**src/rtl/dmem_arb_pkg.sv**
```systemverilog
// rtl/dmem_arb_pkg.sv - shared state encoding and owner constants for the data memory arbiter
package dmem_arb_pkg;

   typedef enum logic [1:0] {
      S_IDLE  = 2'd0,
      S_ISSUE = 2'd1,
      S_WAIT  = 2'd2
   } state_e;

   localparam logic OWNER_P0 = 1'b0;
   localparam logic OWNER_P1 = 1'b1;

endpackage

```
**src/rtl/dmem_arbiter_rr_arb2.sv**
```systemverilog
// rtl/dmem_arbiter_rr_arb2.sv - two-way request arbiter, round-robin or fixed priority (DMEM_ARB_FIXED_PRIO_EN)
module rr_arb2
   import dmem_arb_pkg::*;
(
   input  logic [1:0] req,
   input  logic       last,
   output logic       winner
);

`ifdef DMEM_ARB_FIXED_PRIO_EN
   logic unused_last;
   assign unused_last = last;
`endif

   always_comb begin
      winner = OWNER_P0;
      if (req == 2'b10) begin
         winner = OWNER_P1;
      end else if (req == 2'b11) begin
`ifdef DMEM_ARB_FIXED_PRIO_EN
         winner = OWNER_P0;
`else
         winner = (last == OWNER_P0) ? OWNER_P1 : OWNER_P0;
`endif
      end
   end

endmodule

```
**src/rtl/dmem_arbiter.sv**
```systemverilog
// rtl/dmem_arbiter.sv - serialises two requesters onto one single-port data memory
// Tie-break policy follows DMEM_ARB_FIXED_PRIO_EN inside rr_arb2.
module dmem_arbiter
   import dmem_arb_pkg::*;
#(
   parameter int ADDR_W   = 32,
   parameter int DATA_W   = 32,
   parameter int READ_LAT = 0
) (
   input  logic              clk,
   input  logic              rst,
   input  logic              req0,
   input  logic              we0,
   input  logic [ADDR_W-1:0] addr0,
   input  logic [DATA_W-1:0] wdata0,
   output logic              gnt0,
   output logic              rvalid0,
   output logic [DATA_W-1:0] rdata0,
   input  logic              req1,
   input  logic              we1,
   input  logic [ADDR_W-1:0] addr1,
   input  logic [DATA_W-1:0] wdata1,
   output logic              gnt1,
   output logic              rvalid1,
   output logic [DATA_W-1:0] rdata1,
   output logic [ADDR_W-1:0] mem_addr,
   output logic [DATA_W-1:0] mem_data,
   output logic              mem_we,
   input  logic [DATA_W-1:0] mem_rdata
);

   localparam int               CNT_W    = (READ_LAT > 0) ? $clog2(READ_LAT + 1) : 1;
   localparam logic [CNT_W-1:0] CNT_LOAD = CNT_W'(READ_LAT);
   localparam logic [CNT_W-1:0] CNT_ONE  = CNT_W'(1);

   state_e            state_q, state_d;
   logic              owner_q, owner_d;
   logic              last_q, last_d;
   logic [CNT_W-1:0]  cnt_q, cnt_d;
   logic              gnt0_q, gnt0_d, gnt1_q, gnt1_d;
   logic              rvalid0_q, rvalid0_d, rvalid1_q, rvalid1_d;
   logic [DATA_W-1:0] rdata0_q, rdata0_d, rdata1_q, rdata1_d;
   logic [ADDR_W-1:0] mem_addr_q, mem_addr_d;
   logic [DATA_W-1:0] mem_data_q, mem_data_d;
   logic              mem_we_q, mem_we_d;
   logic              winner;
   logic              capture;

   rr_arb2 u_arb (
      .req    ({req1, req0}),
      .last   (last_q),
      .winner (winner)
   );

   always_ff @(posedge clk or posedge rst) begin
      if (rst) begin
         state_q    <= S_IDLE;
         owner_q    <= OWNER_P0;
         last_q     <= OWNER_P1;
         cnt_q      <= '0;
         gnt0_q     <= 1'b0;
         gnt1_q     <= 1'b0;
         rvalid0_q  <= 1'b0;
         rvalid1_q  <= 1'b0;
         rdata0_q   <= '0;
         rdata1_q   <= '0;
         mem_addr_q <= '0;
         mem_data_q <= '0;
         mem_we_q   <= 1'b0;
      end else begin
         state_q    <= state_d;
         owner_q    <= owner_d;
         last_q     <= last_d;
         cnt_q      <= cnt_d;
         gnt0_q     <= gnt0_d;
         gnt1_q     <= gnt1_d;
         rvalid0_q  <= rvalid0_d;
         rvalid1_q  <= rvalid1_d;
         rdata0_q   <= rdata0_d;
         rdata1_q   <= rdata1_d;
         mem_addr_q <= mem_addr_d;
         mem_data_q <= mem_data_d;
         mem_we_q   <= mem_we_d;
      end
   end

   // In ISSUE, mem_we_q is the registered write flag of the access in flight
   always_comb begin
      state_d = state_q;
      case (state_q)
         S_IDLE:  if (req0 || req1) state_d = S_ISSUE;
         S_ISSUE: state_d = (mem_we_q || READ_LAT == 0) ? S_IDLE : S_WAIT;
         S_WAIT:  if (cnt_q == CNT_ONE) state_d = S_IDLE;
         default: state_d = S_IDLE;
      endcase
   end

   always_comb begin
      owner_d    = owner_q;
      last_d     = last_q;
      cnt_d      = cnt_q;
      gnt0_d     = 1'b0;
      gnt1_d     = 1'b0;
      rvalid0_d  = 1'b0;
      rvalid1_d  = 1'b0;
      rdata0_d   = rdata0_q;
      rdata1_d   = rdata1_q;
      mem_addr_d = mem_addr_q;
      mem_data_d = mem_data_q;
      mem_we_d   = 1'b0;
      capture    = 1'b0;
      case (state_q)
         S_IDLE: begin
            if (req0 || req1) begin
               owner_d    = winner;
               last_d     = winner;
               gnt0_d     = (winner == OWNER_P0);
               gnt1_d     = (winner == OWNER_P1);
               mem_addr_d = (winner == OWNER_P1) ? addr1 : addr0;
               mem_data_d = (winner == OWNER_P1) ? wdata1 : wdata0;
               mem_we_d   = (winner == OWNER_P1) ? we1 : we0;
            end
         end
         S_ISSUE: begin
            if (!mem_we_q) begin
               if (READ_LAT == 0) capture = 1'b1;
               else               cnt_d   = CNT_LOAD;
            end
         end
         S_WAIT: begin
            cnt_d = cnt_q - CNT_ONE;
            if (cnt_q == CNT_ONE) capture = 1'b1;
         end
         default: ;
      endcase
      // rvalid lands in the first IDLE cycle, alongside any new arbitration
      if (capture) begin
         if (owner_q == OWNER_P1) begin
            rdata1_d  = mem_rdata;
            rvalid1_d = 1'b1;
         end else begin
            rdata0_d  = mem_rdata;
            rvalid0_d = 1'b1;
         end
      end
   end

   assign gnt0     = gnt0_q;
   assign gnt1     = gnt1_q;
   assign rvalid0  = rvalid0_q;
   assign rvalid1  = rvalid1_q;
   assign rdata0   = rdata0_q;
   assign rdata1   = rdata1_q;
   assign mem_addr = mem_addr_q;
   assign mem_data = mem_data_q;
   assign mem_we   = mem_we_q;

endmodule

```
**config.mk**
```make
export PLATFORM = sky130hd
export DESIGN_NAME = dmem_arbiter
export DESIGN_NICKNAME = d
export VERILOG_FILES = /design/src/rtl/dmem_arb_pkg.sv /design/src/rtl/dmem_arbiter_rr_arb2.sv /design/src/rtl/dmem_arbiter.sv
export SDC_FILE = /design/constraint.sdc
export NUM_CORES = 1
export LEC_CHECK = 0
export BUFFER_PORTS_ARGS = -buffer_cell sky130_fd_sc_hd__buf_2
export CAP_MARGIN = 0
export CORE_MARGIN = 2
export CORE_UTILIZATION = 40
export DETAILED_ROUTE_END_ITERATION = 8
export GPL_TIMING_DRIVEN = 0
export PLACE_DENSITY = 0.76
export SYNTH_ARGS = -nofsm -noshare
export SYNTH_HDL_FRONTEND = slang
export SYNTH_SLANG_ARGS = --single-unit
```
**constraint.sdc**
```tcl
create_clock -name clk -period 4.07 [get_ports clk]
set_input_delay 0.407 -clock clk [delete_from_list [all_inputs] [get_ports clk]]
set_output_delay 0.407 -clock clk [all_outputs]
set_load 0.02 [all_outputs]
```
==> impl_metrics.json, run 1 <==
{
  "fin_cells": 1012,
  "post-synth-top-area-cell": "dfrtp_1",
  "ctsResizeCount": 0,
  "die_y_um": 121,
  "multiInputGateArea_um2": 1930,
  "io_buffers": 298,
  "critPathLaunch": "last_q",
  "ys.warnings.count": 0,
  "grt_max_degree": 78,
  "final_core_util_pct": 59.3,
  "ys_ff_latch": 136,
  "whs_ns": 0.0591,
  "worst_slack_ns": 2.29,
  "nNetsFinal": 989,
  "final_cell_mix": "318 x buf_2, 135 x dfrtp_1, 129 x a21oi_1",
  "wl_per_cell_um": 16.2,
  "register_area_um2": 3400,
  "drtPass1Iterations": 4,
  "hold_path.class": "input pin to async pin",
  "max-cap-violations": 0,
  "final_layout_size_suffix_gt1_share_pct": 50.0,
  "drc_errors": 0,
  "antenna_left": 0,
  "floorplan.initialDensity_pct": 41.4,
  "hold_viol_final": 0,
  "diodes": 0,
  "peakVddDrop_uv": 284,
  "area_growth_pct": 43.2,
  "crit_type": "flop to flop",
  "clk-insertion-delay-late_ns": 0.42,
  "placedCellCount": 980,
  "dp_hpwl_um": 12300,
  "grt_first_pass_wirelength_um": 25400,
  "timing.fmax_ghz": 0.561,
  "viasPerCell": 4.94,
  "yosysSeqAreaShare_pct": 61.7,
  "rsz0062_at_grt": "no",
  "routed_wl_um": 16400,
  "vias": 4997,
  "synth_fp_nets": 671,
  "coreArea_um2": 13300,
  "period_needed_ns": 1.78,
  "cts_tree": "done",
  "power_density_nw_per_um2": 708,
  "grt_pass1_vias": 4964,
  "avgSynthCellArea_um2": 10.9,
  "io_pins": 299,
  "yosysUniqueCellTypes": 21,
  "yosysTopAreaCellShare_pct": 61.2,
  "cts_sinks": 136,
  "grt-ovfl-total": 0,
  "fin_crit_sh_pct": 43.8,
  "tightest_slew_ns": 0.595,
  "ctsLongestPathBuffers": 2,
  "synthCells": 505,
  "synth.area.top_cells": "dfrtp_1 61%, mux2_2 12%, a21oi_1 12%",
  "pre_cts_slack_ns": 2.22,
  "fin_skew_ns": 0.00910,
  "final.setup.tns_ns": 0,
  "n_fill_cell": 1186,
  "ctsHoldBuffers": 0,
  "gp_congestion": 0.825,
  "critPathMaxFanout": 10,
  "end_kind": "flop",
  "clk_pin_slew_ns": 0.06,
  "synth_area_um2": 5520,
  "slew_viol_final": 0,
  "dr.first_iter.drc_count": 298,
  "r2r_start": "last_q",
  "slew_headroom_pct": 60.3,
  "grt_use_total_pct": 22.4,
  "num_rows": 42,
  "crit_path_start_kind": "flop",
  "numCtsBuffers": 17,
  "power.leakage_nw": 3.95,
  "die_w_um": 121,
  "final_common_cell": "buf_2",
  "setup_viol": 0,
  "cts_root_buffer": "clkbuf_16",
  "post_cts_buffers": 0,
  "die_area_um2": 14800,
  "worstPathArrival_ns": 2.12,
  "status": "completed",
  "cp.required_ns": 4.41,
  "antenna_found_initial": 1,
  "ctsHtreeMaxLevel": 4
}
[kinds of logic after synthesis]
logic type             Yosys count  synth area share [%]
AOI/OAI and AO/OA              135                  12.6
buffers and inverters           38                  3.44
DFF                            136                  61.7
muxes                           64                  13.1
and+or+nand+nor                132                  9.27
[synthesized netlist by cell type]
| cell | n |
|---|---|
| a21bo_2 | 1 |
| a21boi_1 | 1 |
| a21o_1 | 1 |
| a21oi_1 | 129 |
| a31oi_1 | 1 |
| a32o_1 | 1 |
| buf_1 | 5 |
| buf_2 | 20 |
| buf_6 | 3 |
| clkbuf_1 | 6 |
| dfrtp_1 | 135 |
| dfstp_2 | 1 |
| inv_1 | 3 |
| inv_2 | 1 |
| mux2_1 | 5 |
| mux2_2 | 59 |
| nand2_1 | 64 |
| nand3b_1 | 1 |
| nor2_1 | 66 |
| nor3_4 | 1 |
| o21bai_1 | 1 |
[report_power, final]
| part | internal (W) | switching (W) | total, W |
|---|---|---|---|
| sequential | 0.00181 | 0.000230 | 0.00204 |
| clock | 0.00106 | 0.000592 | 0.00165 |
| combinational | 0.000735 | 0.00117 | 0.00191 |
[layer usage]
layer  up-vias  wire length (um)  GRT usage, %
li1       2358                 -             -
met1      2383              6690          27.2
met2       223              8070          37.3
met3        31              1340          7.19
met4         2               321          8.33
met5         -                10             0
[per-stage QoR]
step / instance area [um2] / total power (W)
6_report: 7910 / 0.00560
5_1_grt: 7910 / 0.00589
4_1_cts: 7910 / 0.00563
3_5_place_dp: 7270 / 0.00397
3_3_place_gp: 7230 / 0.00391
2_1_floorplan: 5520 / 0.00322
[registers in the layout, indices dropped and copies added (netlist names)]
| name | cells |
|---|---|
| gnt0 | 1 |
| gnt1 | 1 |
| last_q | 1 |
| mem_addr | 32 |
| mem_data | 32 |
| mem_we | 1 |
| owner_q | 1 |
| rdata0 | 32 |
| rdata1 | 32 |
| rvalid0 | 1 |
| rvalid1 | 1 |
| state_q | 1 |
[path summary, 6_finish.rpt]
| path | to | slack (ns) | depth (start not counted) |
|---|---|---|---|
| max in group asynchronous | mem_addr[16] | 3.26 | 3 |
| min in group clk | last_q | 0.20 | 2 |
| setup / recovery | mem_addr[26] | 2.29 | 5 |
| setup reg to reg | mem_addr[26] | 2.29 | 5 |
| hold reg to reg | rdata0[20] | 0.48 | 1 |
| hold / removal | mem_data[4] | 0.06 | 2 |
[layout make-up]
| cell class | instances | area share (%) |
|---|---|---|
| plain buffers | 34 | 2.21 |
| well taps | 176 | 2.78 |
| flip-flops and latches | 136 | 43.0 |
| clock inverters | 13 | 2.40 |
| repair buffers | 299 | 19.2 |
| multi-input cells | 331 | 24.4 |
| clock buffers | 19 | 5.73 |
| inverters | 4 | 0.253 |
[worst max-delay path: stages (launching register included)]
cell	delay (ns)
dfstp_2	0.55
a21bo_2	0.14
buf_2	0.23
buf_1	0.50
nand2_1	0.14
a21oi_1	0.14
Note: power is estimated with default switching activity, not from simulation.
==> inputs of run 2 (changes only) <==
- clock period: 4.07 -> 1.56 ns (I/O delays scaled with it)
==> run 2 against run 1 <==
Effect of this change: cell area rose by 14%; sequential cell count did not move; combinational power rose to 2.8 times the previous value.
==> impl_metrics.json, run 2 (same netlist as run 1, synthesis figures left out) <==
{
  "hold_viol_final": 0,
  "critPathMaxFanout": 10,
  "floorplan.initialDensity_pct": 41.4,
  "path_delay_family": "flip-flops",
  "numCtsBuffers": 17,
  "ctsLongestPathBuffers": 2,
  "drtPass1Iterations": 5,
  "power.leakage_nw": 4.41,
  "hold_path.class": "input pin to flop",
  "die_area_um2": 14800,
  "slew_viol_final": 0,
  "power_density_nw_per_um2": 1660,
  "setup_viol": 0,
  "cp.required_ns": 1.90,
  "max-cap-violations": 0,
  "io_pins": 299,
  "critPathBufInv": 2,
  "pre_cts_slack_ns": -0.198,
  "multiInputGateArea_um2": 1930,
  "io_buffers": 298,
  "worstPathArrival_ns": 1.82,
  "final_layout_size_suffix_gt1_share_pct": 46.0,
  "drc_errors": 0,
  "n_fill_cell": 973,
  "slew_headroom_pct": 59.7,
  "tightest_slew_ns": 0.603,
  "final_common_cell": "buf_2",
  "crit_path_max_incr_delay_ns": 0.56,
  "slowest_stage": "dfstp_2",
  "ctsHtreeMaxLevel": 4,
  "grt_pass1_vias": 5806,
  "fin_crit_sh_pct": 95.0,
  "viasPerCell": 4.94,
  "grt_use_total_pct": 26.4,
  "coreArea_um2": 13300,
  "period_needed_ns": 1.48,
  "dr.first_iter.drc_count": 311,
  "dp_hpwl_um": 12700,
  "rsz0062_at_grt": "yes",
  "grt_first_pass_wirelength_um": 29700,
  "area_growth_pct": 62.6,
  "crit_type": "flop to flop",
  "final_core_util_pct": 67.3,
  "grt_max_degree": 43,
  "register_area_um2": 3400,
  "peakVddDrop_uv": 636,
  "num_rows": 42,
  "crit_top_cell": "clkbuf_4",
  "cts_tree": "done",
  "worst_slack_ns": 0.0775,
  "cts_root_buffer": "clkbuf_16",
  "timing.fmax_ghz": 0.675,
  "final_cell_mix": "305 x buf_2, 135 x dfrtp_1, 129 x a21oi_1",
  "cp_cell_sequence": "a21bo_2 > clkbuf_4 > clkbuf_4 > nand2_1 > a21oi_1",
  "clk_pin_slew_ns": 0.06,
  "cts_sinks": 136,
  "final.setup.tns_ns": 0,
  "nNetsFinal": 1092,
  "fin_skew_ns": 0.00770,
  "clk-insertion-delay-late_ns": 0.41,
  "antenna_left": 0,
  "diodes": 0,
  "wl_per_cell_um": 17.2,
  "crit_path_start_kind": "flop",
  "routed_wl_um": 19200,
  "antenna_found_initial": 0,
  "status": "completed",
  "die_y_um": 121,
  "vias": 5512,
  "die_w_um": 121,
  "whs_ns": 0.0216,
  "grt-ovfl-total": 0,
  "gp_congestion": 0.850,
  "end_kind": "flop"
}
==> run 2: changes by cell type in the layout (fill, tap and decap cells not counted), sizes merged <==
cell and change:
clkinvlp +1, inv -1, clkinv +1, clkbuf +8, bufinv -1, dlygate4sd3 +95, clkdlybuf4s15 +1, buf -1
==> run 2: layer usage <==
metal | wire length, um | vias to the layer above | global-route usage (%) | share of wire [%]
met4 | 580 | 0 | 13.1 | 3.0
met3 | 1570 | 49 | 6.91 | 8.2
li1 | - | 2553 | - | -
met2 | 9820 | 306 | 45.9 | 51
met1 | 7240 | 2604 | 30.0 | 38
met5 | 0 | - | 0 | 0
==> run 2: repair_timing <==
action,in CTS,in global routing
cloned,0,1
pin swaps,2,0
endpoints found under the hold margin,144,0
setup endpoints to repair,109,50
gates resized for setup,13,15
hold buffers,95,0
buffers inserted,4,1
==> run 2: worst min-delay path: stages <==
cell and delay (ns):
buf_2 0.10, nand2_1 0.07, a21oi_1 0.06
==> run 2: cell type report <==
| type | count | share of cell area, % |
|---|---|---|
| Buffer | 34 | 2.54 |
| Clock buffer | 19 | 4.93 |
| Clock inverter | 13 | 1.88 |
| Inverter | 4 | 0.209 |
| Multi-Input combinational cell | 331 | 21.5 |
| Sequential cell | 136 | 37.9 |
| Tap cell | 176 | 2.45 |
| Timing Repair Buffer | 402 | 28.6 |
==> run 2: power by group <==
| part | switching, W | internal (W) | leakage [nW] |
|---|---|---|---|
| Combinational | 0.00320 | 0.00216 | 2.56 |
| Clock | 0.00157 | 0.00257 | 0.287 |
| Sequential | 0.000654 | 0.00472 | 1.57 |
==> run 2: path summary, 6_finish.rpt <==
check                      cells after the start            to  slack (ns)       start
setup / recovery                               5  mem_data[17]        0.08      last_q
hold / removal                                 3  mem_addr[20]        0.02   addr0[20]
setup reg to reg                               5  mem_data[17]        0.08      last_q
hold reg to reg                                1    rdata0[18]        0.48  rdata0[18]
max in group asynchronous                      5        mem_we        0.34         rst
min in group asynchronous                      3     rdata1[9]        0.39         rst
==> run 2: per-stage QoR <==
| stage | instances | cell area [um2] | total power, W |
|---|---|---|---|
| detailed placement | 982 | 7300 | 0.0104 |
| finish | 1115 | 8980 | 0.0149 |
| global route | 1115 | 8980 | 0.0157 |
| CTS | 1113 | 8930 | 0.0149 |
| global placement | 979 | 7240 | 0.0102 |
| floorplan | 505 | 5530 | 0.00840 |
==> inputs of run 3 (changes only) <==
- CORE_UTILIZATION: 40 -> 43
- CTS_BUF_LIST: unset -> sky130_fd_sc_hd__clkbuf_8
- PLACE_DENSITY: 0.76 -> 0.79
- SYNTH_HIERARCHICAL: unset -> 1
==> run 3 against run 2 <==
Effect of this change: the flow now finishes with violations (negative setup slack); die area fell by 1.1%; clock power fell by 23%; via count fell by 20%; critical path depth rose by 1; area after synthesis rose by 6.3%; clock skew rose by 0.0033 ns; register-to-register slack got worse by 0.18 ns; power fell by 6.5%; sequential cell count did not move; setup slack got worse by 0.18 ns; critical path type unchanged; largest cell class unchanged.
==> impl_metrics.json, run 3 <==
{
  "n_fill_cell": 978,
  "grt_first_pass_wirelength_um": 24500,
  "max-cap-violations": 0,
  "die_w_um": 121,
  "p_switching_w": 0.00499,
  "slew_headroom_pct": 71.7,
  "ctsHtreeMaxLevel": 4,
  "cts_sinks": 136,
  "drtPass1Iterations": 4,
  "viasPerCell": 4.84,
  "post-synth-top-area-cell": "dfrtp_1",
  "yosysSeqAreaShare_pct": 58.0,
  "yosysTopAreaCellShare_pct": 57.5,
  "area_growth_pct": 48.3,
  "r2r_slack_ns": -0.11,
  "num_rows": 42,
  "tightest_slew_ns": 0.424,
  "final.setup.tns_ns": -3.44,
  "timing.fmax_ghz": 0.601,
  "antenna_left": 0,
  "cp.required_ns": 1.90,
  "period_needed_ns": 1.67,
  "grt_use_total_pct": 22.4,
  "async_reset_ff_share_pct": 100,
  "yosysMostFrequentCell": "mux2_2",
  "synth_edf_count": 0,
  "min_from": "req0",
  "gp_congestion": 0.759,
  "io_buffers": 298,
  "path_delay_family": "multiplexers",
  "rsz0062_at_grt": "yes",
  "grt_pass1_vias": 4773,
  "hold_viol_final": 0,
  "cts_tree": "done",
  "nNetsFinal": 894,
  "die_y_um": 121,
  "internal_power_w": 0.00893,
  "r2r_start": "last_q",
  "synth_area_um2": 5870,
  "clk-insertion-delay-late_ns": 0.45,
  "synth-main-ff-cell": "dfrtp_1",
  "dp_hpwl_um": 11900,
  "synth_fp_nets": 528,
  "dr.first_iter.drc_count": 165,
  "floorplan.initialDensity_pct": 44.2,
  "clk_pin_slew_ns": 0.08,
  "synthCells": 362,
  "violations": "negative setup slack",
  "seq_power_share_pct": 38.5,
  "hold_end": "gnt0",
  "whs_path_depth": 3,
  "fin_skew_ns": 0.0110,
  "slowest_stage": "dfstp_2",
  "ff2ff_path_depth": 6,
  "peakVddDrop_uv": 1220,
  "end_kind": "flop",
  "switching_share_pct": 35.8,
  "synth.area.top_cells": "dfrtp_1 58%, mux2_2 34%, mux2_4 2.6%",
  "final_cell_mix": "300 x buf_2, 169 x mux2_2, 135 x dfrtp_1",
  "die_area_um2": 14600,
  "crit_path_start_kind": "flop",
  "wl_per_cell_um": 17.8,
  "crit_path_max_incr_delay_ns": 0.54,
  "final_layout_size_suffix_gt1_share_pct": 75.6,
  "slew_viol_final": 0,
  "antenna_found_initial": 0,
  "worst_slack_ns": -0.105,
  "avgSynthCellArea_um2": 16.2,
  "ys_ff_latch": 136,
  "worstPathArrival_ns": 2.01,
  "final_common_cell": "buf_2",
  "whs_ns": 0.0582,
  "final_core_util_pct": 65.5,
  "io_pins": 299,
  "critPathMaxFanout": 7,
  "crit_type": "flop to flop",
  "diodes": 0,
  "cp_cell_sequence": "a21boi_2 > buf_6 > buf_12 > buf_12 > mux2_4 > mux2_4",
  "critPathBufInv": 3,
  "power.leakage_nw": 4.25,
  "drc_errors": 0,
  "synth_commonest_cells": "179 x mux2_2, 135 x dfrtp_1, 10 x buf_2, 10 x mux2_4, 7 x buf_6",
  "grt_max_degree": 47,
  "setup_viol": 62,
  "reg2reg_to": "mem_addr[9]",
  "clkPwrFrac_pct": 23.1,
  "ctsLongestPathBuffers": 2,
  "grt-ovfl-total": 0,
  "vias": 4437,
  "status": "complete, but fails checks",
  "fin_crit_sh_pct": 107,
  "numCtsBuffers": 17,
  "ys.warnings.count": 6,
  "yosysUniqueCellTypes": 17,
  "power_density_nw_per_um2": 1600,
  "pwr-share-comb_pct": 38.5,
  "hold_path.class": "input pin to flop",
  "cts_root_buffer": "clkbuf_8",
  "routed_wl_um": 16300,
  "coreArea_um2": 13300
}
## run 3: cell count changes in the layout (fill, tap and decap cells not counted), sizes merged, moves of 9 or more
| cell | change |
|---|---|
| dlygate4sd3 | -60 |
| a21oi | -129 |
| nor2 | -64 |
| clkbuf | -9 |
| nand2 | -64 |
| mux2 | +130 |
## run 3: power groups by stage
stage	Combinational, W	Sequential [W]	Clock (W)
6_report	0.00535	0.00535	0.00321
5_1_grt	0.00566	0.00550	0.00344
3_5_place_dp	0.00510	0.00537	0
3_3_place_gp	0.00496	0.00530	0
4_1_cts	0.00524	0.00533	0.00328
2_1_floorplan	0.00170	0.00681	0
## run 3: timing repair
action | in CTS | in global routing
resized for setup | 8 | 23
setup endpoints to repair | 87 | 76
setup buffers | 4 | 4
pin swaps | 1 | 0
hold endpoints to repair | 83 | 0
hold buffers | 35 | 0
cloned | 1 | 2
## run 3: logic make-up (layout without fill, tap and decap cells)
logic type | count (synthesis) | count (layout) | synth area share, %
buf+inv | 24 | 403 | 2.90
mux | 195 | 195 | 38.0
compound gates | 2 | 2 | 0.512
simple gates | 5 | 5 | 0.576
flops | 136 | 136 | 58.0
## run 3: how the worst max path moves through the flow
stage	start	end	slack (ns)	cells past startpoint
finish	last_q	mem_addr[9]	-0.11	6
CTS	last_q	mem_addr[9]	-0.12	6
global placement	rst	mem_addr[19]	-1.01	2
global route	last_q	mem_addr[7]	-0.14	6
floorplan	rst	gnt0	-0.29	1
detailed placement	last_q	mem_addr[9]	-0.17	6
## run 3: metrics by stage
step / power, W / setup slack [ns] / cell area (um2) / instances
floorplan: 0.00851 / -0.288 / 5880 / 362
global placement: 0.0103 / -1.01 / 7590 / 836
detailed placement: 0.0105 / -0.171 / 7650 / 839
CTS: 0.0139 / -0.121 / 8540 / 911
global route: 0.0146 / -0.140 / 8710 / 917
finish: 0.0139 / -0.105 / 8710 / 917
## run 3: cell type report
class	instances	area (um2)	area share, %
flip-flops and latches	136	3400	39.1
clock buffers	18	248	2.84
plain buffers	21	215	2.47
inverters	3	15.0	0.172
repair buffers	347	2060	23.7
clock inverters	14	198	2.27
multi-input cells	202	2340	26.9
well taps	176	220	2.53
## run 3: worst reg2reg max path: stages, from the launching register on
cell,delay [ns]
dfstp_2,0.54
a21boi_2,0.05
buf_6,0.14
buf_12,0.13
buf_12,0.14
mux2_4,0.31
mux2_4,0.26
## run 3: per-layer routing
layer | part of all wire, % | global-route usage, % | vias up
met2 | 55 | 41.3 | 197
li1 | - | - | 2021
met5 | 0 | 0 | -
met4 | 2.3 | 9.16 | 0
met3 | 8.1 | 7.74 | 29
met1 | 35 | 23.0 | 2190
